--- config.mk ---
export PLATFORM = sky130hd
export DESIGN_NAME = buffer_16
export DESIGN_NICKNAME = d
export VERILOG_FILES = /design/src/rtl/buffer_16.sv
export SDC_FILE = /design/constraint.sdc
export NUM_CORES = 1
export LEC_CHECK = 0
export ABC_AREA = 1
export CAP_MARGIN = 20
export CORE_MARGIN = 2
export CORE_UTILIZATION = 36
export CTS_BUF_LIST = sky130_fd_sc_hd__clkbuf_4
export DETAILED_ROUTE_END_ITERATION = 6
export PLACE_DENSITY = 0.87
export SLEW_MARGIN = 20
export SYNTH_ARGS = -nofsm -noshare
export SYNTH_HDL_FRONTEND = slang
export SYNTH_SLANG_ARGS = --single-unit
--- constraint.sdc ---
create_clock -name clk -period 1.5 [get_ports clk]
set_input_delay 0.15 -clock clk [delete_from_list [all_inputs] [get_ports clk]]
set_output_delay 0.15 -clock clk [all_outputs]
set_load 0.03 [all_outputs]
--- src/rtl/buffer_16.sv ---
// Word buffer: `in` passes straight to `out` (0 cycles); `out_q` is `in` registered on rising clk (1 cycle).
// `delta` is the combinational in ^ out_q change mask. There is no handshake and no backpressure.
module buffer_16 #(
    parameter int WIDTH = 16
) (
    input  logic             clk,
    input  logic             reset,
    input  logic [WIDTH-1:0] in,
    output logic [WIDTH-1:0] out,
    output logic [WIDTH-1:0] out_q,
    output logic [WIDTH-1:0] delta
);

    logic [WIDTH-1:0] data_q;
    logic [WIDTH-1:0] data_d;

    // Pure wire path: must stay valid even when clk/reset are left floating.
    assign out    = in;

    assign data_d = in;

    always_ff @(posedge clk or posedge reset) begin
        if (reset) begin
            data_q <= '0;
        end else begin
            data_q <= data_d;
        end
    end

    assign out_q = data_q;
    assign delta = in ^ data_q;

endmodule

# ---- Word level (Yosys, flattened, before mapping)
# Cells that the tools add are included.
dict set report totals {
  out_inout_bits 48
  ff_bits 16
  in_bits 18
}
dict set report op_classes {
  bitwise_logic 1
}
# cell count
set ops {}
lappend ops {{16-bit XOR} 1}

# ---- Depth between registers and ports, before layout
dict set report logic_depth {
  ltp_word 1
  ltp_mapped 3
}

# ---- Least setup slack after synthesis
# Ideal clock, no wire load.
dict set report synth_timing {
  kind {reg2out}
  startpoint {register data_q[0], in the netlist out_q[0]}
  endpoint {output delta[0]}
  path_slack_ns 0.533
  required_time_ns 1.350
  path_stages_with_launch 4
  n_path_buf 0
  arrival_ns 0.817
  path_cell_list {dfrtp_1 > inv_1 > nand2_1 > nand2_1}
}
dict set report synth_between {
  elab_chain_len 1
}
# element line_no
set synth_rtl {}
lappend synth_rtl {{start: declaration} 14} ;# logic [WIDTH-1:0] data_q;
lappend synth_rtl {{start signal: assignment} 26} ;# data_q <= data_d;
lappend synth_rtl {{16-bit XOR} 31} ;# assign delta = in ^ data_q;
lappend synth_rtl {{end: declaration} 11} ;# output logic [WIDTH-1:0] delta
# No other way between the ends.

# ---- Worst setup path in the final report
dict set report layout_timing {
  startpoint {register data_q[7], in the netlist out_q[7]}
  endpoint {output out_q[7]}
}
# element line_no
set layout_lines {}
lappend layout_lines {{end: declaration} 10} ;# output logic [WIDTH-1:0] out_q,
# No word-level cell between the ends.

==> impl_metrics.tcl <==
set metrics [dict create \
    status "finished, final reports clean" \
    drt_wl_total_um 1910 \
    cp_num_buf_inv 1 \
    slowest_stage "dlygate4sd2_1" \
    clkSinkCount 16 \
    htreeDepth 1 \
    setup.worst_path.start_class "flip-flop" \
    track_usage_pct 14.9 \
    crit_start "out_q[7]" \
    ys_types 4 \
    netlist_instances 113 \
    cp-end-kind "primary output" \
    rsz0062_at_grt "no" \
    die_w_um 51.9 \
    ys_seq_area_share_pct 48.6 \
    synth_area_per_cell_um2 7.30 \
    max_freq_ghz 0.826 \
    cts_root_buf "clkbuf_4" \
    fillers 192 \
    grt_start_max_net_pins 11 \
    power.density_nw_per_um2 800 \
    nets 186 \
    area_growth_pct 66.9 \
    critPathMaxFanout 3 \
    die_height_um 51.9 \
    layout-drive-gt1-share_pct 21.6 \
    drt-initial-drc-count 4 \
    yosysWarnings 0 \
    numCtsBuffers 3 \
    slew_headroom_pct 77.7 \
    setup_viol 0 \
    gp_congestion 0.610 \
    worst_slew_pin_slew_ps 334 \
    grt_pass1_wl_um 3020 \
    synth_top_cell_by_area "dfrtp_1" \
    antenna_found_initial 0 \
    cp_top_family "buffers and inverters" \
    grt_pass1_vias 734 \
    port_buffers 65 \
    p_leak_nw 0.938 \
    min_path_type "in -> async" \
    register_area_um2 400 \
    whs_ps 105 \
    post_cts_buffers 0 \
    largest_reg_flops 16 \
    synthesis.nets 131 \
    drc_errors 0 \
    diodes 0 \
    ir_worst_vdd_uv 463 \
    slew_violations 0 \
    crit_type "reg -> out" \
    synth_seq_cells 16 \
    synth_area_um2 825 \
    num_vias 805 \
    required_ps 1350 \
    cp.depth 1 \
    cts_tree "yes" \
    synthTopCellsByArea "dfrtp_1 (49%), nand2_1 (22%), inv_1 (15%), buf_4 (15%)" \
    io_pins 66 \
    holdBufCountCts 0 \
    multi_input_area_um2 180 \
    place_hpwl_um 1600 \
    cpPeakStageDelay_ps 410 \
    dr.pass1.iters 2 \
    path_cells "dlygate4sd2_1" \
    wl_per_cell_um 9.79 \
    grt.overflow.total 0 \
    core_um2 2190 \
    arrival_ps 1060 \
    setup-tns-final_ps 0 \
    floorplan.initialDensity_pct 37.6 \
    hold_violations 0 \
    cts.path.max_buffers 2 \
    drv_cap 0 \
    period_share_pct 80.7 \
    yosysTopAreaCellShare_pct 48.6 \
    fin_crit_ps 1210 \
    die_area_um2 2690 \
    via_per_inst 4.13 \
    clkTransAtPathRegs_ps 90 \
    fp-row-count 17 \
    ant_nets 0 \
]
power by group:
group	internal, mW	switching, mW	total, mW
clock network	0.0961	0.126	0.222
registers	0.453	0.0152	0.468
logic	0.161	0.250	0.412
cell usage after synthesis:
| library cell | instances |
|---|---|
| buf_4 | 16 |
| dfrtp_1 | 16 |
| nand2_1 | 48 |
| inv_1 | 33 |
kinds of logic (layout without fill, tap and decap cells):
group,Yosys count,in the layout,synth area share (%)
buffers and inverters,49,103,29.6
and+or+nand+nor,48,48,21.9
DFF,16,16,48.6
routing by layer:
layer	part of all wire (%)	vias to the layer above	global-route usage [%]
met5	0	-	0
met2	53	41	27.8
met1	37	351	16.8
li1	-	411	-
met3	9.2	2	2.59
met4	0.63	0	5.26
placed cells by master, fill, tap and decap left out:
cell type / Yosys / layout
inv_1: 33 / 33
clkdlybuf4s50_1: 0 / 17
buf_4: 16 / 33
dfrtp_1: 16 / 16
clkinv_1: 0 / 1
dlymetal6s2s_1: 0 / 14
nand2_1: 48 / 48
dlygate4sd2_1: 0 / 2
clkbuf_4: 0 / 3
worst max-delay path by stage:
stage | to | slack, ps
after detailed placement | out_q[12] | 310
after floorplan | delta[0] | 530
after global routing | out_q[12] | 220
final | out_q[7] | 290
after global placement | out_q[11] | 330
after CTS | out_q[3] | 3
layout make-up:
cell class	count	share of cell area [%]
inverters	33	9.00
flip-flops and latches	16	29.1
repair buffers	66	44.4
multi-input cells	48	13.1
clock inverters	1	0.273
clock buffers	3	1.64
well taps	28	2.55
repair_timing:
| action | in CTS | in global routing |
|---|---|---|
| resized for setup | 2 | 14 |
| setup endpoints to repair | 2 | 14 |
| endpoints found under the hold margin | 0 | 0 |
metrics by stage:
step | power, mW | area (µm²) | cells | setup slack, ps | utilization [%]
final | 1.10 | 1380 | 195 | 289 | 62.8
after global routing | 1.17 | 1380 | 195 | 220 | 62.8
after CTS | 1.12 | 1340 | 195 | 2.64 | 61.2
after detailed placement | 0.897 | 1320 | 191 | 312 | 60.1
after global placement | 0.886 | 1320 | 191 | 332 | 60.1
after floorplan | 0.724 | 825 | 113 | 533 | -
Power figures use the tool's default switching activity.
==> patch, RTL diff (same settings) <==
Make the reset (`reset`) synchronous in one clocked block.
--- a/src/rtl/buffer_16.sv
+++ b/src/rtl/buffer_16.sv
@@ -19,7 +19,7 @@
 
     assign data_d = in;
 
-    always_ff @(posedge clk or posedge reset) begin
+    always_ff @(posedge clk) begin
         if (reset) begin
             data_q <= '0;
         end else begin
Check against the original RTL: differs if reset is asserted again (counterexample within 4 cycles, from zero or initial values and one cycle with reset high); with reset held inactive, the same outputs for 10 cycles.
==> patch against the unedited design <==
  * Via count rose by 9.9%
  * Power rose by 3.3%
  * First-iteration DRC count rose to 3.0 times the old value
  * Sequential share of layout area fell by 7.5 points
  * Count of clock-buffer cells in the layout did not move
  * Utilization rose by 4.3 points
  * Routed wire length rose by 11%
  * Area after synthesis rose by 1.2%
  * Sequential cell count did not move
  * Critical path depth rose by 1
  * Combinational power rose by 9.5%
  * Worst setup slack got worse by 0.27 ns
  * Final area rose by 7.9%
  * Critical endpoint is now out[7]
  * Largest cell class unchanged
==> patch: results (changes against the unedited design) <==
met2 Use GR 31.9% (was 27.8%); largest net degree at the start of global routing 10 (was 11); post-synth cell types 8 (was 4); DRT iter0 DRCs 12 (was 4); synth top area cells dfxtp_1, nand2_1, buf_4 (was dfrtp_1, nand2_1, inv_1); Place WS 0.00485 ns (was 0.312 ns); share of cells above drive strength 1 16.8% (was 21.6%); Placed Area 1400 um2 (was 1320 um2); vias in the first global route 820 (was 734); Worst EP arrival 1.33 ns (was 1.06 ns); GRT Total Usage 15.7% (was 14.9%); status finished clean (unchanged); met3 usage 2.87% (was 2.59%); Nets 209 (was 186); HPWL Detailed 1.67 mm (was 1.60 mm); sequential-to-total area share from yosys stat 38.4% (was 48.6%); Mapped Avg Cell Area 6.42 um2 (was 7.30 um2); largest fanout on the critical path 3 (unchanged); worst vdd ir 0.497 mV (was 0.463 mV); Detailed Routing Iterations Pass 1 4 (was 2); slowest CP cell clkdlybuf4s50_1 (was dlygate4sd2_1); first-pass GRT wire length 3.20 mm (was 3.02 mm); fillers 199 (was 192); met1 Track Usage GR 15.6% (was 16.8%); Post-synth top cells nand2_1, inv_1, buf_4, dfxtp_1, nor2_1 (was nand2_1, inv_1, buf_4, dfrtp_1); # resized after CTS 0 (was 2); Routability Congestion 0.645 (was 0.610); Slew headroom 77.7% (about the same); aggregate routed wire length 2.11 mm (was 1.91 mm); wl on met1 807 um (was 704 um); main flop type after synthesis dfxtp_1 (was dfrtp_1); syn_nets 148 (was 131); Hold WC Path Type in2reg (was in2async); WL met2 1.12 mm (was 1.02 mm); routed via count 885 (was 805); Routed met3 length 176 um (was 175 um); Final Hold Slack 0.465 ns (was 0.105 ns); Leakage 1.05 nW (was 0.938 nW)
-- patch: cell count changes after synthesis, sizes merged --
cell	change
dfrtp	-16
nor2	+16
inv	-1
buf	+2
dfxtp	+16
-- patch: layout make-up --
cell class              instances  area [um2]  share of cell area [%]
clock buffers                   3        22.5                    1.52
clock inverters                 1        3.75                   0.253
inverters                      32         120                    8.09
multi-input cells              64         248                    16.7
flip-flops and latches         16         320                    21.6
well taps                      28        35.0                    2.36
repair buffers                 74         736                    49.5
-- patch: where the power goes --
part	internal [mW]	total, mW	switching [mW]
sequential	0.448	0.464	0.0157
combinational	0.190	0.451	0.261
clock	0.0963	0.223	0.127
-- patch: worst max path at each step --
stage               startpoint        to  slack (ns)  cells past startpoint
floorplan             out_q[0]  delta[0]        0.54                      2
global placement        in[13]   out[13]        0.03                      2
detailed placement       in[4]    out[4]       0.005                      2
CTS                      in[4]    out[4]       0.001                      2
global route             in[7]    out[7]      0.0001                      2
finish                   in[7]    out[7]        0.02                      2
